===== config.mk =====
export PLATFORM = sky130hd
export DESIGN_NAME = lsq_data_drain
export DESIGN_NICKNAME = d
export VERILOG_FILES = /design/src/rtl/lsq_data_drain_pkg.sv /design/src/rtl/lsq_drain_out_reg.sv /design/src/rtl/lsq_data_drain.sv
export SDC_FILE = /design/constraint.sdc
export NUM_CORES = 1
export LEC_CHECK = 0
export CORE_MARGIN = 1
export CORE_UTILIZATION = 35
export DETAILED_ROUTE_END_ITERATION = 12
export PLACE_DENSITY = 0.66
export SLEW_MARGIN = 25
export SYNTH_ARGS = -nofsm -noshare
export SYNTH_HDL_FRONTEND = slang
export SYNTH_SLANG_ARGS = --single-unit

===== constraint.sdc =====
create_clock -name clock -period 6.64 [get_ports clock]
set_input_delay 0.996 -clock clock [delete_from_list [all_inputs] [get_ports clock]]
set_output_delay 0.996 -clock clock [all_outputs]
set_load 0.05 [all_outputs]

===== src/rtl/lsq_data_drain_pkg.sv =====
// rtl/lsq_data_drain_pkg.sv - shared constants, output entry type and bit helpers for the LSQ data drain
package lsq_data_drain_pkg;

  localparam int NUM_ENTRIES = 16;
  localparam int DATA_WIDTH  = 64;
  localparam int IDX_WIDTH   = 4;

  typedef struct packed {
    logic [DATA_WIDTH-1:0] data;
    logic [IDX_WIDTH-1:0]  idx;
  } deqEntry_t;

  function automatic logic [NUM_ENTRIES-1:0] onehot(input logic [IDX_WIDTH-1:0] idx);
    logic [NUM_ENTRIES-1:0] vec;
    vec      = '0;
    vec[idx] = 1'b1;
    return vec;
  endfunction

  function automatic logic [IDX_WIDTH:0] popcount(input logic [NUM_ENTRIES-1:0] vec);
    logic [IDX_WIDTH:0] n;
    n = '0;
    for (int i = 0; i < NUM_ENTRIES; i++) begin
      n = n + {{IDX_WIDTH{1'b0}}, vec[i]};
    end
    return n;
  endfunction

endpackage


===== src/rtl/lsq_drain_out_reg.sv =====
// rtl/lsq_drain_out_reg.sv - single-entry valid/ready output register that holds data while stalled
module lsq_drain_out_reg
  import lsq_data_drain_pkg::*;
(
  input  logic                  clock,
  input  logic                  reset,
  input  logic                  flush,
  input  logic                  load,
  input  logic [DATA_WIDTH-1:0] loadData,
  input  logic [IDX_WIDTH-1:0]  loadIdx,
  input  logic                  ready,
  output logic                  valid,
  output logic [DATA_WIDTH-1:0] data,
  output logic [IDX_WIDTH-1:0]  idx
);

  deqEntry_t held;

  // A load only happens when the slot is empty or draining this cycle, so it may overwrite.
  always_ff @(posedge clock or posedge reset) begin
    if (reset) begin
      valid <= 1'b0;
      held  <= '0;
    end else if (flush) begin
      valid <= 1'b0;
    end else if (load) begin
      valid <= 1'b1;
      held  <= '{data: loadData, idx: loadIdx};
    end else if (ready) begin
      valid <= 1'b0;
    end
  end

  assign data = held.data;
  assign idx  = held.idx;

endmodule


===== src/rtl/lsq_data_drain.sv =====
// rtl/lsq_data_drain.sv - in-order circular reader of a one-hot addressed async-read data array
module lsq_data_drain
  import lsq_data_drain_pkg::*;
(
  input  logic                   clock,
  input  logic                   reset,
  input  logic                   io_alloc_valid,
  input  logic [NUM_ENTRIES-1:0] io_alloc_vec,
  input  logic                   io_flush,
  output logic [NUM_ENTRIES-1:0] io_rvec,
  input  logic [DATA_WIDTH-1:0]  io_rdata,
  output logic                   io_deq_valid,
  input  logic                   io_deq_ready,
  output logic [DATA_WIDTH-1:0]  io_deq_data,
  output logic [IDX_WIDTH-1:0]   io_deq_idx,
  output logic [IDX_WIDTH:0]     io_count,
  output logic                   io_alloc_conflict
);

  logic [NUM_ENTRIES-1:0] validBits;
  logic [NUM_ENTRIES-1:0] validNext;
  logic [NUM_ENTRIES-1:0] allocBits;
  logic [NUM_ENTRIES-1:0] conflictBits;
  logic [IDX_WIDTH-1:0]   deqPtr;
  logic [IDX_WIDTH:0]     countReg;
  logic                   conflictReg;
  logic                   fire;

  always_comb begin
    fire         = validBits[deqPtr] & (~io_deq_valid | io_deq_ready) & ~io_flush;
    io_rvec      = fire ? onehot(deqPtr) : '0;
    allocBits    = io_alloc_valid ? io_alloc_vec : '0;
    // An entry being read is still valid, but it is listed for clarity of the rule.
    conflictBits = allocBits & (validBits | io_rvec);
    validNext    = io_flush ? '0
                            : (validBits & ~io_rvec) | (allocBits & ~conflictBits);
  end

  always_ff @(posedge clock or posedge reset) begin
    if (reset) begin
      validBits   <= '0;
      deqPtr      <= '0;
      countReg    <= '0;
      conflictReg <= 1'b0;
    end else begin
      validBits   <= validNext;
      countReg    <= popcount(validNext);
      conflictReg <= ~io_flush & (|conflictBits);
      if (io_flush) begin
        deqPtr <= '0;
      end else if (fire) begin
        deqPtr <= deqPtr + IDX_WIDTH'(1);
      end
    end
  end

  lsq_drain_out_reg outReg (
    .clock    (clock),
    .reset    (reset),
    .flush    (io_flush),
    .load     (fire),
    .loadData (io_rdata),
    .loadIdx  (deqPtr),
    .ready    (io_deq_ready),
    .valid    (io_deq_valid),
    .data     (io_deq_data),
    .idx      (io_deq_idx)
  );

  assign io_count          = countReg;
  assign io_alloc_conflict = conflictReg;

endmodule


; ---- Word-level counts from Yosys, hierarchy flattened
; Index checks and enable logic that the tools add are counted.
[classes]
bitwise_logic = 13
mux = 12
magnitude_cmp = 2
add_sub_neg = 16
reduce_logical = 5
[op_table]
columns = operator, count
row1 = $add 5x1->5, 11
row2 = $and 16x16->16, 3
row3 = $mux 16, 3
row4 = $not 16->16, 2
row5 = $or 16x16->16, 2
row6 = $reduce_or 16->1, 1
row7 = $mux 4, 2
row8 = $add 4x1->5, 1
row9 = $lt 4x5->1 const B, 1
row10 = $mux 1, 5
row11 = $add 3x1->4, 1
row12 = $add 4x1->4 const B, 1
row13 = $bmux 1 s4, 1
row14 = $demux 1 s4, 1
row15 = $ge 4x1->1 const B, 1
row16 = $add 2x1->3, 1
row17 = $and 1x1->1, 3
row18 = $reduce_bool 3->1, 1
row19 = $add 1x1->2, 1
row20 = $not 1->1, 2
row21 = $reduce_and 2->1, 1
row22 = $reduce_bool 2->1, 1
row23 = $logic_and 1x1->1, 1
row24 = $or 1x1->1, 1
[word_totals]
out_inout_bits = 91
ff_bits = 95
inputBits = 85
word_cells = 55

; ---- Logic depth before layout (Yosys ltp)
[logic_depth]
ltp_word = 26
mapped_depth = 19
ltp_nobuf = 18

; ---- Modules after synthesis
; Synthesis repeated with hierarchy kept, for this count alone.
[unflattened]
hier_cells = 361
area_unflattened_um2 = 4709.5
[modules_own_cells]
columns = module, area_per_inst_um2, seq_area_each_um2, cells_per_inst, n_inst
row1 = lsq_drain_out_reg, 2672.6, 1726.7, 150, 1
row2 = lsq_data_drain, 2037.0, 650.6, 211, 1

; ---- Worst setup path before layout
; OpenSTA, ideal clock, no wires.
[synth_timing]
path_type = input to register
startpoint = input port io_deq_ready
endpoint = register countReg[4], in the netlist io_count[4]
arrival_time_ps = 5217
setup_time_ps = 119
cell_stages = 16
path_slack_ps = 1303
path_cell_list = inv_1 nand2_1 nand4_2 nand2b_1 nor2_1 nor3_1 fa_1 inv_1 fa_1 fa_1 inv_1 fa_1 ha_1 fa_1 a21oi_1 nor2b_1
[synth_via]
elab_chain_cells = 25
elab_cells_between_ends = 27
cone_classes = 15 x add/sub / 2 x mux / 10 x bitwise
[synth_rtl]
columns = item, line
row1 = "start, declared", lsq_data_drain.sv:13  ; input logic io_deq_ready,
row2 = $or 1x1->1 (*), lsq_data_drain.sv:30  ; fire = validBits[deqPtr] & (~io_deq_valid | io_deq_ready) & ~io_flush;
row3 = $and 1x1->1 (*) (2 in series), lsq_data_drain.sv:30
row4 = $mux 16 (*), lsq_data_drain.sv:31  ; io_rvec = fire ? onehot(deqPtr) : '0;
row5 = named net io_rvec[1], lsq_data_drain.sv:10  ; output logic [NUM_ENTRIES-1:0] io_rvec,
row6 = $or 16x16->16, lsq_data_drain.sv:34  ; conflictBits = allocBits & (validBits | io_rvec);
row7 = $and 16x16->16, lsq_data_drain.sv:34
row8 = $not 16->16, lsq_data_drain.sv:36  ; : (validBits & ~io_rvec) | (allocBits & ~conflictBits);
row9 = $and 16x16->16, lsq_data_drain.sv:36
row10 = $or 16x16->16 (*), lsq_data_drain.sv:36
row11 = $mux 16 (*), lsq_data_drain.sv:35  ; validNext = io_flush ? '0
row12 = named net validNext[1], lsq_data_drain.sv:21  ; logic [NUM_ENTRIES-1:0] validNext;
row13 = $add 1x1->2 (*), lsq_data_drain_pkg.sv:24  ; n = n + {{IDX_WIDTH{1'b0}}, vec[i]};
row14 = $add 2x1->3 (*), lsq_data_drain_pkg.sv:24
row15 = $add 3x1->4 (*), lsq_data_drain_pkg.sv:24
row16 = $add 4x1->5 (*), lsq_data_drain_pkg.sv:24
row17 = $add 5x1->5 (*) (11 in series), lsq_data_drain_pkg.sv:24
row18 = "end signal, assigned", lsq_data_drain.sv:47  ; countReg <= popcount(validNext);
row19 = "end, declared", lsq_data_drain.sv:25  ; logic [IDX_WIDTH:0] countReg;
; The timed path passes the listed nets; every way through them passes the cells marked *.
; A chain may end at the register's enable or synchronous reset.

; ---- Worst setup path in the final report
[layout_timing]
startpoint = register deqPtr[1]
endpoint = register countReg[4], in the netlist io_count[4]
[layout_via]
elab_chain_cells = 26
elab_cells_between_ends = 33
cone_classes = 15 x add/sub / 2 x order compare / 6 x mux / 9 x bitwise / 1 x reduce/logical
[layout_rtl]
columns = item, line
row1 = "start, declared", lsq_data_drain.sv:24  ; logic [IDX_WIDTH-1:0] deqPtr;
row2 = "start signal, assigned", lsq_data_drain.sv:52  ; deqPtr <= deqPtr + IDX_WIDTH'(1);
row3 = "$lt 4x5->1 (implied by the code), or another cell as far along", lsq_data_drain_pkg.sv:16  ; vec[idx] = 1'b1;
row4 = $logic_and 1x1->1 (implied by the code) or $mux 1 (tied branches), "lsq_data_drain_pkg.sv:16, lsq_data_drain.sv:30"
row5 = $mux 1 (implied by the code) or $and 1x1->1 (tied branches), "lsq_data_drain_pkg.sv:16, lsq_data_drain.sv:30"
row6 = $demux 1 s4 or $and 1x1->1 (tied branches), "lsq_data_drain_pkg.sv:16, lsq_data_drain.sv:30"
row7 = $mux 16 (*), lsq_data_drain.sv:31
row8 = $or 16x16->16, lsq_data_drain.sv:34
row9 = $and 16x16->16, lsq_data_drain.sv:34
row10 = $not 16->16, lsq_data_drain.sv:36
row11 = $and 16x16->16, lsq_data_drain.sv:36
row12 = $or 16x16->16 (*), lsq_data_drain.sv:36
row13 = $mux 16 (*), lsq_data_drain.sv:35
row14 = $add 1x1->2, lsq_data_drain_pkg.sv:24
row15 = $add 2x1->3, lsq_data_drain_pkg.sv:24
row16 = $add 3x1->4, lsq_data_drain_pkg.sv:24
row17 = $add 4x1->5, lsq_data_drain_pkg.sv:24
row18 = $add 5x1->5 (10 in series), lsq_data_drain_pkg.sv:24
row19 = $add 5x1->5 (*), lsq_data_drain_pkg.sv:24
; Mark *: on every way between the ends. The rest lies on a longest branch, timed or not. The select of a mux whose other input is x is not followed.

==> metrics.csv <==
stage;metric;value;unit
synthesis;synth-compound-area-share;7.481;%
layout;multi_input_area;1953;sq um
synthesis;synth_enable_flop_cells;0;
clocking;cts_resized;0;
clocking;ctsRootBufferMaster;clkbuf_16;
synthesis;synthSimpleGateAreaFrac;8.479;%
die;dieHeight;115.6;um
synthesis;yosysTopAreaCell;dfrtp_1;
grt;grt_usage;18.40;%
synthesis;netlist.area_leader.share;52.65;%
clocking;tritoncts;yes;
timing;worst_pin_slew;0.8125;ns
clocking;clockBufferDepth;2;
worst_setup_path;crit_path_end_kind;register;
layout;num_antenna_cells;0;
synthesis;ys_seq_area_share;52.65;%
power_and_ir_drop;internal_power;0.001837;W
route;drc;0;
min_path;hold_depth;1;
clocking;post_cts_buffers;0;
synthesis;synth_fa_ha_area_share;6.927;%
clocking;cts_hold_buf;0;
worst_setup_path;path_class;reg -> reg;
synthesis;yosys_warnings;0;
route;first_pass_iters;4;
worst_setup_path;reg2regPathDepth;17;
power_and_ir_drop;p_leak;2.799;nW
grt;gr-total-overflow;0;
route;drt_iter0_drc;251;
timing;clock.fmax;0.1864;GHz
power_and_ir_drop;sw_frac_of_total;44.97;%
die;num_rows;41;
route;wl_per_cell;17.17;um
synthesis;synth_mux_area_share;19.40;%
worst_setup_path;startpoint_type;register;
run_status;outcome;completed;
die;chipWidth;115.6;um
die;pin_count;176;
layout;nNetsFinal;637;
layout;post_route_cells_drive_above_1_share;15.80;%
place;dp.cells;693;
timing;rsz0062_at_grt;false;
timing;setup-tns-final;0;ns
timing;fin_crit;5.365;ns
layout;fin_util;53.50;%
die;start_util;35.78;%
timing;finalHoldViolations;0;
synthesis;synth.ff_latch_count;95;
synthesis;synth_top_family_by_area;multiplexers;
worst_setup_path;worstPathMaxFanout;13;
synthesis;synthFlopType;dfrtp_1;
timing;maxSlewViolCount;0;
timing;max_slew_margin;45.66;%
clocking;cts_buffers;9;
synthesis;synth-xor-area-share;0.9698;%
grt;grt_max_degree;58;
clocking;cts.sink_count;95;
power_and_ir_drop;p_per_area;494.5;nW/um^2
place;io_buffer_count;175;
layout;register_area;2377;sq um
timing;final.setup_skew;0.01004;ns
synthesis;async_flop_share;100.0;%
die;die_area;13360;sq um
synthesis;synth_fp_nets;461;
layout;instances_no_fill;710;
place;place_ws;0.9815;ns
power_and_ir_drop;sequentialPowerShare;27.9;%
timing;setup_slack;1.275;ns
route;viasPerCell;4.997;
synthesis;synth_cells;357;
layout;n_fill_cell;1146;
clocking;htree_levels;3;
synthesis;synth_area_leaders;dfrtp_1 (53%), mux2_2 (15%), fa_1 (4.4%);
synthesis;avgSynthCellArea;12.65;sq um
power_and_ir_drop;irDropWorstVdd;223.4;uV
grt;grt_pass1_wl;18.49;mm
timing;setup_viol;0;
power_and_ir_drop;clockPowerShare;16.0;%
layout;area_growth;49.52;%
place;gp_congestion;0.9116;
synthesis;synth.cell_area;4516;sq um
clocking;clock_latency;0.34;ns
power_and_ir_drop;switching_power;0.001501;W
power_and_ir_drop;pwr-share-comb;56.1;%
clocking;clk_pin_slew;0.07;ns
worst_setup_path;required;6.87;ns
place;place_hpwl;9.145;mm
flow_run;maxCapViolations;0;
route;route.antenna.remaining_nets;0;
synthesis;synth_cell_type_count;38;
timing;fin_crit_sh;80.79;%
route;wirelength;12.19;mm
grt;antenna_found_initial;0;
die;core-area;12620;sq um
route;vias;3548;
grt;grt_pass1_vias;3575;
min_path;min_path_type;reg -> reg;
worst_setup_path;crit_arrival;5.59;ns
==> per-stage QoR <==
| step | total power [W] | hold WS, ns | instance area, sq um |
|---|---|---|---|
| 2_1_floorplan | 0.002203 | 0.5429 | 4516 |
| 3_3_place_gp | 0.002795 | 0.4674 | 6416 |
| 5_1_grt | 0.003500 | 0.5047 | 6751 |
| 3_5_place_dp | 0.002820 | 0.4737 | 6416 |
| 6_report | 0.003338 | 0.4832 | 6751 |
| 4_1_cts | 0.003365 | 0.4886 | 6724 |
==> synth_stat cells, types with 2 or more instances <==
master / n
a221oi_1: 3
a22oi_1: 8
mux2i_1: 11
a21oi_1: 21
buf_4: 5
nand2_1: 5
nor2b_1: 3
dfrtp_1: 95
a22o_1: 3
o21ai_0: 5
clkbuf_1: 6
mux2_2: 59
fa_1: 10
or3_1: 8
nand2b_1: 3
nand3_1: 7
nor2_1: 15
and3_1: 3
buf_6: 3
inv_1: 23
ha_1: 9
nor3_1: 15
a31oi_1: 2
mux2_1: 9
xnor2_1: 4
and2_1: 10
==> cell usage in the layout (no fill, tap or decap), types with 2 or more instances in the layout <==
cell type,instances
nor2_1,15
a22o_1,3
nor2b_1,3
nor3_1,15
nand3_1,7
buf_4,4
a221oi_1,3
clkdlybuf4s50_1,175
ha_1,9
a22oi_1,8
a21oi_1,21
nand2_1,5
and2_1,10
mux2_2,59
a31oi_1,2
mux2i_1,11
nand2b_1,3
mux2_1,9
clkbuf_16,9
and3_1,3
fa_1,10
xnor2_1,4
dfrtp_1,95
or3_1,8
clkbuf_8,2
o21ai_0,5
inv_1,22
==> flip-flops by register name (all words and copies together) (netlist names) <==
name and flops:
outReg.valid 1, io_alloc_conflict 1, outReg.idx 4, io_count 5, outReg.data 64, validBits 16
deqPtr 4
==> layer usage <==
layer	part of all wire [%]	GRT usage, %	vias up
met5	0	0	-
met4	2.2	8.225	0
met3	9.8	4.812	23
met2	45	28.50	189
met1	43	24.23	1717
li1	-	-	1619
==> critical path: stages (launching register included) <==
cell      delay (ns)
dfrtp_1         0.73
mux2i_1         0.42
a222oi_1        0.17
and2_1          0.20
and3_1          0.20
and2_1          0.19
or3_1           0.38
fa_1            0.54
inv_1           0.05
fa_1            0.49
inv_1           0.05
fa_1            0.48
inv_1           0.05
fa_1            0.43
ha_1            0.22
fa_1            0.40
a21oi_1         0.18
nor2b_1         0.06
==> worst paths after layout <==
path | slack (ns) | endpoint | from
max | 1.28 | io_count[4] | deqPtr[1]
min | 0.48 | outReg.data[2] | outReg.data[2]
max reg2reg | 1.28 | io_count[4] | deqPtr[1]
min reg2reg | 0.48 | outReg.data[2] | outReg.data[2]
max in group asynchronous | 4.47 | outReg.data[45] | reset
min in group asynchronous | 1.04 | outReg.data[47] | reset
==> power groups by stage <==
stage	sequential, W	clock [W]	combinational (W)
2_1_floorplan	0.00170	0	0.000499
3_3_place_gp	0.000935	0	0.00186
3_5_place_dp	0.000945	0	0.00187
4_1_cts	0.000935	0.000552	0.00188
5_1_grt	0.000963	0.000573	0.00196
6_report	0.000931	0.000535	0.00187
==> cells by family after synthesis <==
family                     after synthesis
xor gates and xnor gates                 5
muxes                                   79
DFF                                     95
adders and majority gates               19
and+or+nand+nor                         72
AOI/OAI and AO/OA                       49
buffers and inverters                   38
==> final cells by class <==
type | count | share of cell area [%]
flip-flops and latches | 95 | 35.21
multi-input cells | 224 | 28.93
repair buffers | 180 | 26.80
clock buffers | 12 | 3.799
well taps | 172 | 3.188
inverters | 23 | 1.316
clock inverters | 4 | 0.7598
No activity file was read; power rests on OpenSTA's default activity.
